### src/rtl/sys_bus_arbiter_if.sv
// Bus-side signals of the system bus arbiter: requests in, grant/hold/timeout out.
interface sys_bus_arbiter_if #(
  parameter int NUM_MASTERS = 2
);
  logic [NUM_MASTERS-1:0] req;
  logic [NUM_MASTERS-1:0] grant;
  logic                   grant_valid;
  logic [1:0]             grant_id;
  logic [NUM_MASTERS-1:0] hold;
  logic                   hold_any;
  logic                   timeout;

  modport master (
    output req,
    input  grant, grant_valid, grant_id, hold, hold_any, timeout
  );

  modport slave (
    input  req,
    output grant, grant_valid, grant_id, hold, hold_any, timeout
  );
endinterface

### src/rtl/sys_bus_arbiter.sv
// Registered round-robin bus arbiter with grant lock and per-master hold flags.
// Define SYS_BUS_ARB_TIMEOUT_EN to add the grant watchdog (hold_cnt + revoke mask).
module sys_bus_arbiter_lane (
  input  logic req,
  input  logic grant,
  output logic hold
);
  assign hold = req & ~grant;
endmodule

module sys_bus_arbiter #(
  parameter int NUM_MASTERS     = 2,
  parameter int MAX_HOLD_CYCLES = 16
) (
  input logic              clk,
  input logic              rst_n,
  sys_bus_arbiter_if.slave bus
);
  typedef enum logic {IDLE, OWNED} state_e;
  localparam logic [NUM_MASTERS-1:0] ONE = NUM_MASTERS'(1);

  if (NUM_MASTERS < 2 || NUM_MASTERS > 4 || MAX_HOLD_CYCLES < 2 || MAX_HOLD_CYCLES > 255)
  begin : g_bad_param
    $error("sys_bus_arbiter: parameter out of range");
  end

  state_e                 state_q, state_d;
  logic [NUM_MASTERS-1:0] grant_q, grant_d, mask_q, elig, hold;
  logic                   grant_valid_q, grant_valid_d, timeout_q, timeout_d;
  logic [1:0]             grant_id_q, grant_id_d, ptr_q, ptr_d, start, nxt, win;
  logic [3:0]             req_x;
  logic                   arb, found, revoke;

  assign req_x = 4'(bus.req);
  assign nxt   = (int'(grant_id_q) == NUM_MASTERS - 1) ? 2'd0 : grant_id_q + 2'd1;

`ifdef SYS_BUS_ARB_TIMEOUT_EN
  localparam logic [7:0] HOLD_LAST = 8'(MAX_HOLD_CYCLES - 1);
  logic [NUM_MASTERS-1:0] mask_d;
  logic [7:0]             hold_cnt_q, hold_cnt_d;

  assign revoke = (state_q == OWNED) && req_x[grant_id_q] && (hold_cnt_q == HOLD_LAST);
  // A revoked master stays masked until it lets go of req at least once.
  assign mask_d = (mask_q & bus.req) | (revoke ? grant_q : '0);

  always_comb begin
    hold_cnt_d = hold_cnt_q;
    if (arb)                   hold_cnt_d = 8'd0;
    else if (state_q == OWNED) hold_cnt_d = hold_cnt_q + 8'd1;
  end

  always_ff @(posedge clk or negedge rst_n) begin
    if (!rst_n) begin
      mask_q     <= '0;
      hold_cnt_q <= 8'd0;
    end else begin
      mask_q     <= mask_d;
      hold_cnt_q <= hold_cnt_d;
    end
  end
`else
  assign revoke = 1'b0;
  assign mask_q = '0;
`endif

  // Arbitrate from IDLE, or at the edge the owner leaves (release or revoke).
  always_comb begin
    arb   = 1'b0;
    start = ptr_q;
    ptr_d = ptr_q;
    elig  = bus.req & ~mask_q;
    if (state_q == IDLE) begin
      arb = 1'b1;
    end else if (!req_x[grant_id_q] || revoke) begin
      arb   = 1'b1;
      start = nxt;
      ptr_d = nxt;
      elig  = elig & ~grant_q;
    end
  end

  always_comb begin
    found = 1'b0;
    win   = 2'd0;
    for (int k = 0; k < NUM_MASTERS; k++) begin
      int idx;
      idx = int'(start) + k;
      if (idx >= NUM_MASTERS) idx = idx - NUM_MASTERS;
      if (!found && elig[idx]) begin
        found = 1'b1;
        win   = 2'(idx);
      end
    end
  end

  always_comb begin
    state_d    = state_q;
    grant_d    = grant_q;
    grant_id_d = grant_id_q;
    timeout_d  = revoke;
    if (arb) begin
      if (found) begin
        state_d    = OWNED;
        grant_d    = ONE << win;
        grant_id_d = win;
      end else begin
        state_d    = IDLE;
        grant_d    = '0;
        grant_id_d = 2'd0;
      end
    end
    grant_valid_d = |grant_d;
  end

  always_ff @(posedge clk or negedge rst_n) begin
    if (!rst_n) begin
      state_q       <= IDLE;
      grant_q       <= '0;
      grant_valid_q <= 1'b0;
      grant_id_q    <= 2'd0;
      ptr_q         <= 2'd0;
      timeout_q     <= 1'b0;
    end else begin
      state_q       <= state_d;
      grant_q       <= grant_d;
      grant_valid_q <= grant_valid_d;
      grant_id_q    <= grant_id_d;
      ptr_q         <= ptr_d;
      timeout_q     <= timeout_d;
    end
  end

  for (genvar i = 0; i < NUM_MASTERS; i++) begin : g_lane
    sys_bus_arbiter_lane u_lane (.req(bus.req[i]), .grant(grant_q[i]), .hold(hold[i]));
  end

  assign bus.grant       = grant_q;
  assign bus.grant_valid = grant_valid_q;
  assign bus.grant_id    = grant_id_q;
  assign bus.hold        = hold;
  assign bus.hold_any    = |hold;
  assign bus.timeout     = timeout_q;
endmodule

### src/flat_wrapper.sv
// flat-port wrapper written by rule: the top's interface ports become plain ports
module sys_bus_arbiter_flat 
#(
  parameter int NUM_MASTERS     = 2,
  parameter int MAX_HOLD_CYCLES = 16
)
  (clk, rst_n, bus_req, bus_grant, bus_grant_valid, bus_grant_id, bus_hold, bus_hold_any, bus_timeout);
  sys_bus_arbiter_if #(.NUM_MASTERS(NUM_MASTERS)) bus_i ();
  input logic clk;
  input logic rst_n;
  input wire logic [$bits(bus_i.req)-1:0] bus_req;
  output wire logic [$bits(bus_i.grant)-1:0] bus_grant;
  output wire logic [$bits(bus_i.grant_valid)-1:0] bus_grant_valid;
  output wire logic [$bits(bus_i.grant_id)-1:0] bus_grant_id;
  output wire logic [$bits(bus_i.hold)-1:0] bus_hold;
  output wire logic [$bits(bus_i.hold_any)-1:0] bus_hold_any;
  output wire logic [$bits(bus_i.timeout)-1:0] bus_timeout;
  assign bus_i.req = bus_req;
  assign bus_grant = bus_i.grant;
  assign bus_grant_valid = bus_i.grant_valid;
  assign bus_grant_id = bus_i.grant_id;
  assign bus_hold = bus_i.hold;
  assign bus_hold_any = bus_i.hold_any;
  assign bus_timeout = bus_i.timeout;
  sys_bus_arbiter #(.NUM_MASTERS(NUM_MASTERS), .MAX_HOLD_CYCLES(MAX_HOLD_CYCLES)) u_core (.clk(clk), .rst_n(rst_n), .bus(bus_i));
endmodule
### config.mk
export PLATFORM = sky130hd
export DESIGN_NAME = sys_bus_arbiter_flat
export DESIGN_NICKNAME = d
export VERILOG_FILES = /design/src/rtl/sys_bus_arbiter_if.sv /design/src/rtl/sys_bus_arbiter.sv /design/src/flat_wrapper.sv
export SDC_FILE = /design/constraint.sdc
export NUM_CORES = 1
export LEC_CHECK = 0
export ABC_AREA = 1
export CAP_MARGIN = 10
export CORE_AREA = 3 3 40 42
export CTS_CLUSTER_SIZE = 16
export DETAILED_ROUTE_END_ITERATION = 16
export DIE_AREA = 0 0 43 45
export PLACE_DENSITY = 0.67
export RECOVER_POWER = 50
export SYNTH_ARGS = -nofsm -noshare
export SYNTH_HDL_FRONTEND = slang
export SYNTH_SLANG_ARGS = --single-unit
### constraint.sdc
create_clock -name clk -period 1.3 [get_ports clk]
set_clock_uncertainty 0.15 [all_clocks]
set_input_delay 0.195 -clock clk [delete_from_list [all_inputs] [get_ports clk]]
set_output_delay 0.195 -clock clk [all_outputs]
set_load 0.03 [all_outputs]
# Word level (Yosys, flattened, before mapping)
# Cells that the tools add are included.
totals:
  reg_bits: 8
  inputBits: 4
  output_inout_bits: 9
op_classes:
  n_eq_ne: 1
  shift: 1
  n_mux: 25
  n_reduce_logical: 4
  addsub: 4
  bitwise_logic: 6
  order_cmp: 5
op_table:
  columns: ["operator", "count"]
  rows:
  - ["$lt A32 B3 Y1 const B", 2]
  - ["$mux W32", 2]
  - ["$ge A32 B3 Y1 const B", 1]
  - ["$sub A32 B3 Y32 const B", 1]
  - ["$mux W2", 10]
  - ["$mux W1", 12]
  - ["$reduce_or A2 Y1", 2]
  - ["$add A2 B1 Y3 const B", 1]
  - ["$lt A2 B3 Y1 const B", 1]
  - ["$sub A2 B2 Y3 const B", 1]
  - ["$add A2 B1 Y2 const B", 1]
  - ["$and A1 B1 Y1", 2]
  - ["$and A2 B2 Y2", 1]
  - ["$bmux W1 S2", 1]
  - ["$eq A2 B2 Y1 const B", 1]
  - ["$ge A2 B2 Y1 const B", 1]
  - ["$not A1 Y1", 2]
  - ["$not A2 Y2", 1]
  - ["$shl A1 B2 Y2 const A", 1]
  - ["$logic_and A1 B1 Y1", 1]
  - ["$logic_not A1 Y1", 1]

# Logic depth before layout (Yosys ltp)
# Gate-level depths: netlist of the first run.
logic_depth:
  ltp_word: 17
  mapped_depth: 12
  mapped_depth_nobuf: 12

# Hierarchy
# A second synthesis of the first run with hierarchy kept.
hier_totals:
  cells_unflattened: 58
  area_unflattened_um2: 442.9
by_module_without_submodules:
  columns: ["mod", "cells_each", "area_each_um2", "n_inst", "seq_area_each_um2"]
  rows:
  - ["sys_bus_arbiter", 54, 422.9, 1, 200.2]
  - ["sys_bus_arbiter_lane", 2, 10.0, 2, 0.0]

# Worst setup path after synthesis of the first run
# No wires, ideal clock.
synth_path:
  path_kind: "register to register"
  start: "reg u_core.grant_id_q[0], in the netlist u_core.bus.grant_id[0]"
  end: "reg u_core.grant_valid_q, in the netlist u_core.bus.grant_valid"
  slack_ps: -248
  setup_time_ps: 121
  required_time_ps: 1029
  stages_incl_launch_ff: 12
  arrival_time_ps: 1277
  path_cell_list: "dfrtp_1 -> inv_2 -> nand2_4 -> nand3_4 -> nand2_4 -> nand2_2 -> nand2_2 -> inv_1 -> nor2_2 -> nand2_1 -> nand3_2 -> nand3_2"
synth_between:
  elab_chain_cells: 17
synth_rtl:
  columns: ["item", "line_no", "source"]
  rows:
  - ["start: declaration", "sys_bus_arbiter.sv:30", "logic [1:0] grant_id_q, grant_id_d, ptr_q, ptr_d, start, nxt, win;"]
  - ["start signal: assignment", "sys_bus_arbiter.sv:127", "grant_id_q <= grant_id_d;"]
  - ["branches (longest 15 deep; another with $sub A32 B3 Y32)", null, null]
  - ["$mux W2 (*)", "sys_bus_arbiter.sv:101", "if (arb) begin"]
  - ["$reduce_or A2 Y1 (*)", "sys_bus_arbiter.sv:112", "grant_valid_d = |grant_d;"]
  - ["named net u_core.grant_valid_d", "sys_bus_arbiter.sv:29", "logic grant_valid_q, grant_valid_d, timeout_q, timeout_d;"]
  - ["end signal: assignment", "sys_bus_arbiter.sv:126", "grant_valid_q <= grant_valid_d;"]
  - ["end: declaration", "sys_bus_arbiter.sv:29", null]
# Mark *: on every way through the listed nets, which the timed path passes. The select of a mux whose other input is x is not followed.
# A chain may end at the register's enable or synchronous reset.

# Final worst setup path of the first run
# Ends and elaborated chain as after synthesis.

==> impl_metrics.tcl, run 1 <==
set metrics [dict create \
    outcome "finished with violations" \
    violations "negative setup slack" \
    drc 0 \
    r2r_setup_slack_ps -130 \
    ir_drop_v 0.000869 \
    layout_common_cells "buf_4, inv_2, nand2_4, nand2_1, buf_6" \
    postSynthAreaPerCell_sq_um 8.34 \
    min_period_ps 1430 \
    path_class "reg -> reg" \
    cts.path.max_buffers 2 \
    register_area_sq_um 203 \
    rsz0062_at_grt "true" \
    multi_input_area_sq_um 263 \
    synth_area_leaders "dfrtp_1, nand2_2, buf_4" \
    avgRoutedWirePerCell_microns 10.3 \
    worst-path-max-fanout 4 \
    crit_chain "inv_2 -> nand2_4 -> nand3_4 -> nand2_4 -> nand2_2 -> nand2_4 -> nor2_4 -> nand2_2 -> nand3_2 -> nand3_2" \
    yosys.area.top_type "dfrtp_1" \
    grt_max_degree 9 \
    yosysSeqAreaShare 0.400 \
    cellPowerDensity_mw_per_mm2 2340 \
    layout_setup_ws_ps -127 \
    die_w_microns 43 \
    avgViaCountPerCell 4.33 \
    maxSlewViolCount 0 \
    hpwl_microns 736 \
    total_power_w 0.00179 \
    crit_top_cell "nand2_4" \
    pwr-share-seq 0.228 \
    pre_cts_ws_ps -453 \
    drt-initial-drc-count 2 \
    layout_commonest_cell "buf_4" \
    grt_use_total 0.118 \
    start_kind "register" \
    critPathSlowestCell "dfrtp_2" \
    finalCritPeriodShare 1.10 \
    cp.buffers_inverters 1 \
    n_fill_cell 107 \
    antenna_found_initial 0 \
    leakage_nw 0.411 \
    synth_cells 60 \
    critical_path.top_delay_family "simple AND/OR/NAND/NOR gates" \
    p_comb_frac 0.665 \
    first_global_vias 419 \
    ant_nets 0 \
    yosysUniqueCellTypes 15 \
    sw_frac_of_total 0.464 \
    p_clk_frac 0.108 \
    cts_sinks 8 \
    hold_class "in -> async" \
    hold_violations 0 \
    core_sq_mm 0.00128 \
    layout.nets 88 \
    reg2regPathDepth 10 \
    r2r-end "u_core.bus.grant_valid$_DFF_PN0_" \
    layout-drive-gt1-share 0.695 \
    max_freq_ghz 0.701 \
    setup_viol 9 \
    crit_start "u_core.bus.grant_id[0]$_DFFE_PN0N_" \
    grt_pass1_wl_mm 1.67 \
    r2r-start "u_core.bus.grant_id[0]$_DFFE_PN0N_" \
    max_stage_delay_ps 430 \
    yosysWarnings 0 \
    clk_latency_ps 260 \
    synthesis.nets 64 \
    port_buffers 11 \
    area_delta_synth_final_pct 52.7 \
    routed_wl_mm 1.00 \
    cts_max_level 1 \
    p_int_w 0.000959 \
    crit_required_ps 1300 \
    firstDrtPassIters 2 \
    end_kind "register" \
    start_util 0.389 \
    n_antenna_cell 0 \
    cts_root_buf "clkbuf_4" \
    p_switching_w 0.000830 \
    synth.top_cell.area_share 0.400 \
    cts_tree "built" \
    synth_seq_cells 8 \
    num_vias 420 \
    num_rows 13 \
    grt-ovfl-total 0 \
    synth_area_sq_um 500 \
    die_h_microns 45 \
    maxCapViolations 0 \
    postCtsHoldBufs 0 \
    gp_congestion 0.733 \
    arrival_ps 1420 \
    die_area_sq_mm 0.00194 \
    ios 13 \
    cts-buffers-inserted 3 \
    clkTransAtPathRegs_ps 50 \
]
cells by family (layout without fill, tap and decap cells):
kind of cell	Yosys count	after routing	synth area share
DFF	8	8	0.400
other	1	1	0.00749
AOI/OAI and AO/OA	1	1	0.00999
and+or+nand+nor	33	33	0.417
buffers and inverters	17	39	0.165
layout make-up:
| type | count | share of cell area |
|---|---|---|
| multi-input combinational | 35 | 0.344 |
| inverter | 12 | 0.0589 |
| timing repair buffer | 24 | 0.278 |
| clock buffer | 3 | 0.0295 |
| sequential | 8 | 0.265 |
| tap | 15 | 0.0245 |
state kept, by name, summed over array words and instances, names as in the netlist:
signal	flops
u_core.state_q	1
u_core.bus.grant_id	2
u_core.ptr_q	2
u_core.bus.grant	2
u_core.bus.grant_valid	1
metal layers:
| metal | part of all wire | vias to the layer above | routed length, microns | GRT usage |
|---|---|---|---|---|
| met2 | 0.53 | 12 | 531 | 0.192 |
| met4 | 0.038 | 0 | 38 | 0.0904 |
| li1 | - | 217 | - | - |
| met3 | 0.056 | 5 | 56 | 0.0239 |
| met1 | 0.38 | 186 | 377 | 0.136 |
| met5 | 0 | - | 0 | 0 |
Yosys cell counts (all sizes together):
| master | number |
|---|---|
| nand3 | 6 |
| nand2 | 20 |
| nor2 | 6 |
| buf | 5 |
| o21ai | 1 |
| nand4 | 1 |
| dfrtp | 8 |
| inv | 12 |
| conb | 1 |
what timing repair did:
action | in CTS | in global routing
resized for setup | 11 | 12
pin swaps | 4 | 1
endpoints found under the setup margin | 9 | 12
setup buffers | 3 | 2
per-stage QoR:
stage | util | cell area [sq um] | hold slack, ps | std cells | TNS [ps]
3_3_place_gp | 0.509 | 654 | 302 | 90 | -3100
5_1_grt | 0.595 | 764 | 158 | 97 | -1200
3_5_place_dp | 0.509 | 654 | 308 | 90 | -3180
6_report | 0.595 | 764 | 132 | 97 | -568
4_1_cts | 0.559 | 718 | 76.3 | 96 | -414
2_1_floorplan | - | 515 | -251 | 60 | -471
power by group through the flow:
stage	Sequential [W]	Combinational (W)	Clock, W
6_report	0.000407	0.00119	0.000193
4_1_cts	0.000402	0.00110	0.000193
3_3_place_gp	0.000407	0.000984	0
3_5_place_dp	0.000405	0.000994	0
2_1_floorplan	0.000464	0.000680	0
5_1_grt	0.000418	0.00130	0.000205
worst reg2reg max path, delay by kind of cell, from the launching register on:
kind | cells | cell delay [ps]
flops | 1 | 430
simple gates | 9 | 650
buf+inv | 1 | 80
worst max path at each step:
| stage | end | slack [ps] | cells after the start |
|---|---|---|---|
| 2_1_floorplan | u_core.bus.grant_valid$_DFF_PN0_ | -160 | 10 |
| 3_3_place_gp | u_core.bus.grant_valid$_DFF_PN0_ | -440 | 12 |
| 3_5_place_dp | u_core.bus.grant_valid$_DFF_PN0_ | -450 | 12 |
| 4_1_cts | u_core.bus.grant_valid$_DFF_PN0_ | -120 | 10 |
| 5_1_grt | u_core.bus.grant_valid$_DFF_PN0_ | -230 | 12 |
| 6_report | u_core.bus.grant_valid$_DFF_PN0_ | -130 | 10 |
No activity file was read; power rests on OpenSTA's default activity.
==> run 2: changes to the inputs <==
--- a/config.mk
+++ b/config.mk
@@ -5,13 +5,12 @@
 export SDC_FILE = /design/constraint.sdc
 export NUM_CORES = 1
 export LEC_CHECK = 0
-export ABC_AREA = 1
 export CAP_MARGIN = 10
 export CORE_AREA = 3 3 40 42
 export CTS_CLUSTER_SIZE = 16
 export DETAILED_ROUTE_END_ITERATION = 16
 export DIE_AREA = 0 0 43 45
-export PLACE_DENSITY = 0.67
+export PLACE_DENSITY = 0.65
 export RECOVER_POWER = 50
 export SYNTH_ARGS = -nofsm -noshare
 export SYNTH_HDL_FRONTEND = slang
==> constraint.sdc (replaced) <==
create_clock -name clk -period 1.7 [get_ports clk]
set_clock_uncertainty 0.15 [all_clocks]
set_input_delay 0.255 -clock clk [delete_from_list [all_inputs] [get_ports clk]]
set_output_delay 0.255 -clock clk [all_outputs]
set_load 0.03 [all_outputs]
==> impl_metrics.tcl, run 2 <==
set metrics [dict create \
    synth_top_cells_by_count "dfrtp_1, nand2_1, buf_4" \
    sw_frac_of_total 0.410 \
    area_delta_synth_final_pct 38.7 \
    finalCritPeriodShare 0.985 \
    synth_area_sq_um 510 \
    p_clk_frac 0.159 \
    rsz0062_at_grt "true" \
    first_global_vias 397 \
    path_class "in -> out" \
    cellPowerDensity_mw_per_mm2 1370 \
    layout-drive-gt1-share 0.389 \
    leakage_nw 0.335 \
    synth_seq_cells 8 \
    hpwl_microns 816 \
    p_int_w 0.000574 \
    grt_pass1_wl_mm 1.80 \
    cts_sinks 8 \
    num_rows 13 \
    multi_input_area_sq_um 288 \
    port_buffers 11 \
    start_util 0.397 \
    max_freq_ghz 0.597 \
    cts-buffers-inserted 3 \
    synth.most_common_cell "dfrtp_1" \
    cts_tree "built" \
    layout_commonest_cell "buf_4" \
    crit_required_ps 1290 \
    yosysSeqAreaShare 0.392 \
    drc 0 \
    cts.path.max_buffers 2 \
    drt-initial-drc-count 26 \
    ant_nets 0 \
    crit_chain "clkdlybuf4s50_1 -> nor2b_1 -> or2_2 -> buf_2" \
    die_area_sq_mm 0.00194 \
    ios 13 \
    layout.nets 77 \
    yosys.area.top_type "dfrtp_1" \
    setup_viol 0 \
    clkTransAtPathRegs_ps 60 \
    grt_use_total 0.128 \
    avgViaCountPerCell 5.28 \
    gp_congestion 0.728 \
    grt_max_degree 10 \
    maxCapViolations 0 \
    grt-ovfl-total 0 \
    avgRoutedWirePerCell_microns 13.0 \
    synth_cells 53 \
    synth_edf_count 0 \
    postSynthAreaPerCell_sq_um 9.63 \
    max_stage_delay_ps 420 \
    start_kind "input pin" \
    synthesis.nets 57 \
    maxSlewViolCount 0 \
    routed_wl_mm 1.13 \
    num_vias 459 \
    synth.top_cell.area_share 0.392 \
    hold_class "in -> async" \
    n_antenna_cell 0 \
    antenna_found_initial 0 \
    tns_ps 0 \
    pre_cts_ws_ps -389 \
    register_area_sq_um 201 \
    pwr-share-seq 0.303 \
    end_kind "output port" \
    hold_violations 0 \
    outcome "finished, final reports clean" \
    postCtsHoldBufs 0 \
    core_sq_mm 0.00128 \
    yosysUniqueCellTypes 27 \
    yosysWarnings 0 \
    cts_root_buf "clkbuf_4" \
    synth_area_leaders "dfrtp_1, buf_4, nand2_1" \
    ys.flop_type "dfrtp_1" \
    p_switching_w 0.000400 \
    layout_common_cells "buf_4, nand2_1, dfrtp_1, nor2b_1, dlygate4sd2_1" \
    layout_setup_ws_ps 26.1 \
    critPathSlowestCell "clkdlybuf4s50_1" \
    die_h_microns 45 \
    p_comb_frac 0.539 \
    min_period_ps 1670 \
    arrival_ps 1270 \
    die_w_microns 43 \
    clk_latency_ps 260 \
    cts_max_level 1 \
    worst-path-max-fanout 2 \
    n_fill_cell 126 \
    ir_drop_v 0.000647 \
    synthArstFlopShare 1.00 \
    firstDrtPassIters 4 \
]
==> run 2: cell count changes in the layout (fill, tap and decap cells not counted), moves of 4 or more <==
cell	change
buf_6	-7
inv_2	-8
nand2_2	-6
nand2_4	-7
nor2_2	-4
nor2b_1	+4
==> run 2: routing by layer <==
metal | share of wire | routed length, microns | GRT usage | vias up
met3 | 0.066 | 75 | 0.0359 | 3
met4 | 0.011 | 12 | 0.0723 | 0
met1 | 0.44 | 503 | 0.170 | 219
met5 | 0 | 0 | 0 | -
li1 | - | - | - | 220
met2 | 0.48 | 540 | 0.189 | 17
==> run 2: per-stage QoR <==
step | utilization | instance area (sq um) | power [W] | std cells | hold WS, ps
detailed placement | 0.512 | 658 | 0.000817 | 82 | 411
finish | 0.551 | 708 | 0.000974 | 87 | 196
global placement | 0.512 | 658 | 0.000810 | 82 | 404
floorplan | - | 515 | 0.000649 | 53 | -191
CTS | 0.530 | 681 | 0.000951 | 86 | 134
global route | 0.551 | 708 | 0.00104 | 87 | 215
==> run 2: layout make-up <==
class / count / share of cell area
multi-input combinational: 38 / 0.406
clock buffer: 4 / 0.0371
timing repair buffer: 21 / 0.240
tap: 15 / 0.0265
inverter: 1 / 0.00530
sequential: 8 / 0.284
==> run 2: final timing paths <==
| path | start | endpoint | slack [ps] | depth (start not counted) |
|---|---|---|---|---|
| worst max-delay path | bus_req[0] | bus_hold_any | 30 | 4 |
| worst min-delay path | rst_n | u_core.ptr_q[1]$_DFF_PN0_ | 200 | 1 |
| worst max register to register | u_core.bus.grant_id[1]$_DFFE_PN0N_ | u_core.bus.grant[1]$_DFF_PN0_ | 110 | 4 |
| worst min register to register | u_core.bus.grant[0]$_DFF_PN0_ | u_core.bus.grant[0]$_DFF_PN0_ | 460 | 3 |
| max in group asynchronous | rst_n | u_core.bus.grant_id[0]$_DFFE_PN0N_ | 920 | 1 |
| min in group clk | u_core.bus.grant[0]$_DFF_PN0_ | u_core.bus.grant[0]$_DFF_PN0_ | 460 | 3 |
==> run 2: cell families (layout without fill, tap and decap cells) <==
group           after synthesis  in the layout  share of synthesized area
buf+inv                       7             26                     0.0956
simple gates                 22             22                      0.257
compound gates               13             13                      0.199
other cells                   1              1                    0.00735
mux                           2              2                     0.0490
flops                         8              8                      0.392
==> run 2: power by group through the flow <==
| stage | combinational [W] | clock (W) | sequential (W) |
|---|---|---|---|
| floorplan | 0.000328 | 0 | 0.000321 |
| global placement | 0.000516 | 0 | 0.000294 |
| detailed placement | 0.000521 | 0 | 0.000296 |
| CTS | 0.000501 | 0.000159 | 0.000292 |
| global route | 0.000566 | 0.000171 | 0.000302 |
| finish | 0.000525 | 0.000154 | 0.000295 |
==> run 2: timing repair <==
action                     CTS  global route
setup endpoints to repair    5             5
buffers inserted             0             1
pin swaps                    0             2
gates resized for setup      7             8
hold endpoints to repair     0             0
==> run 2: worst max-delay path: cells and delay by family <==
kind | cells | cell delay [ps]
simple gates | 2 | 420
buf+inv | 2 | 600
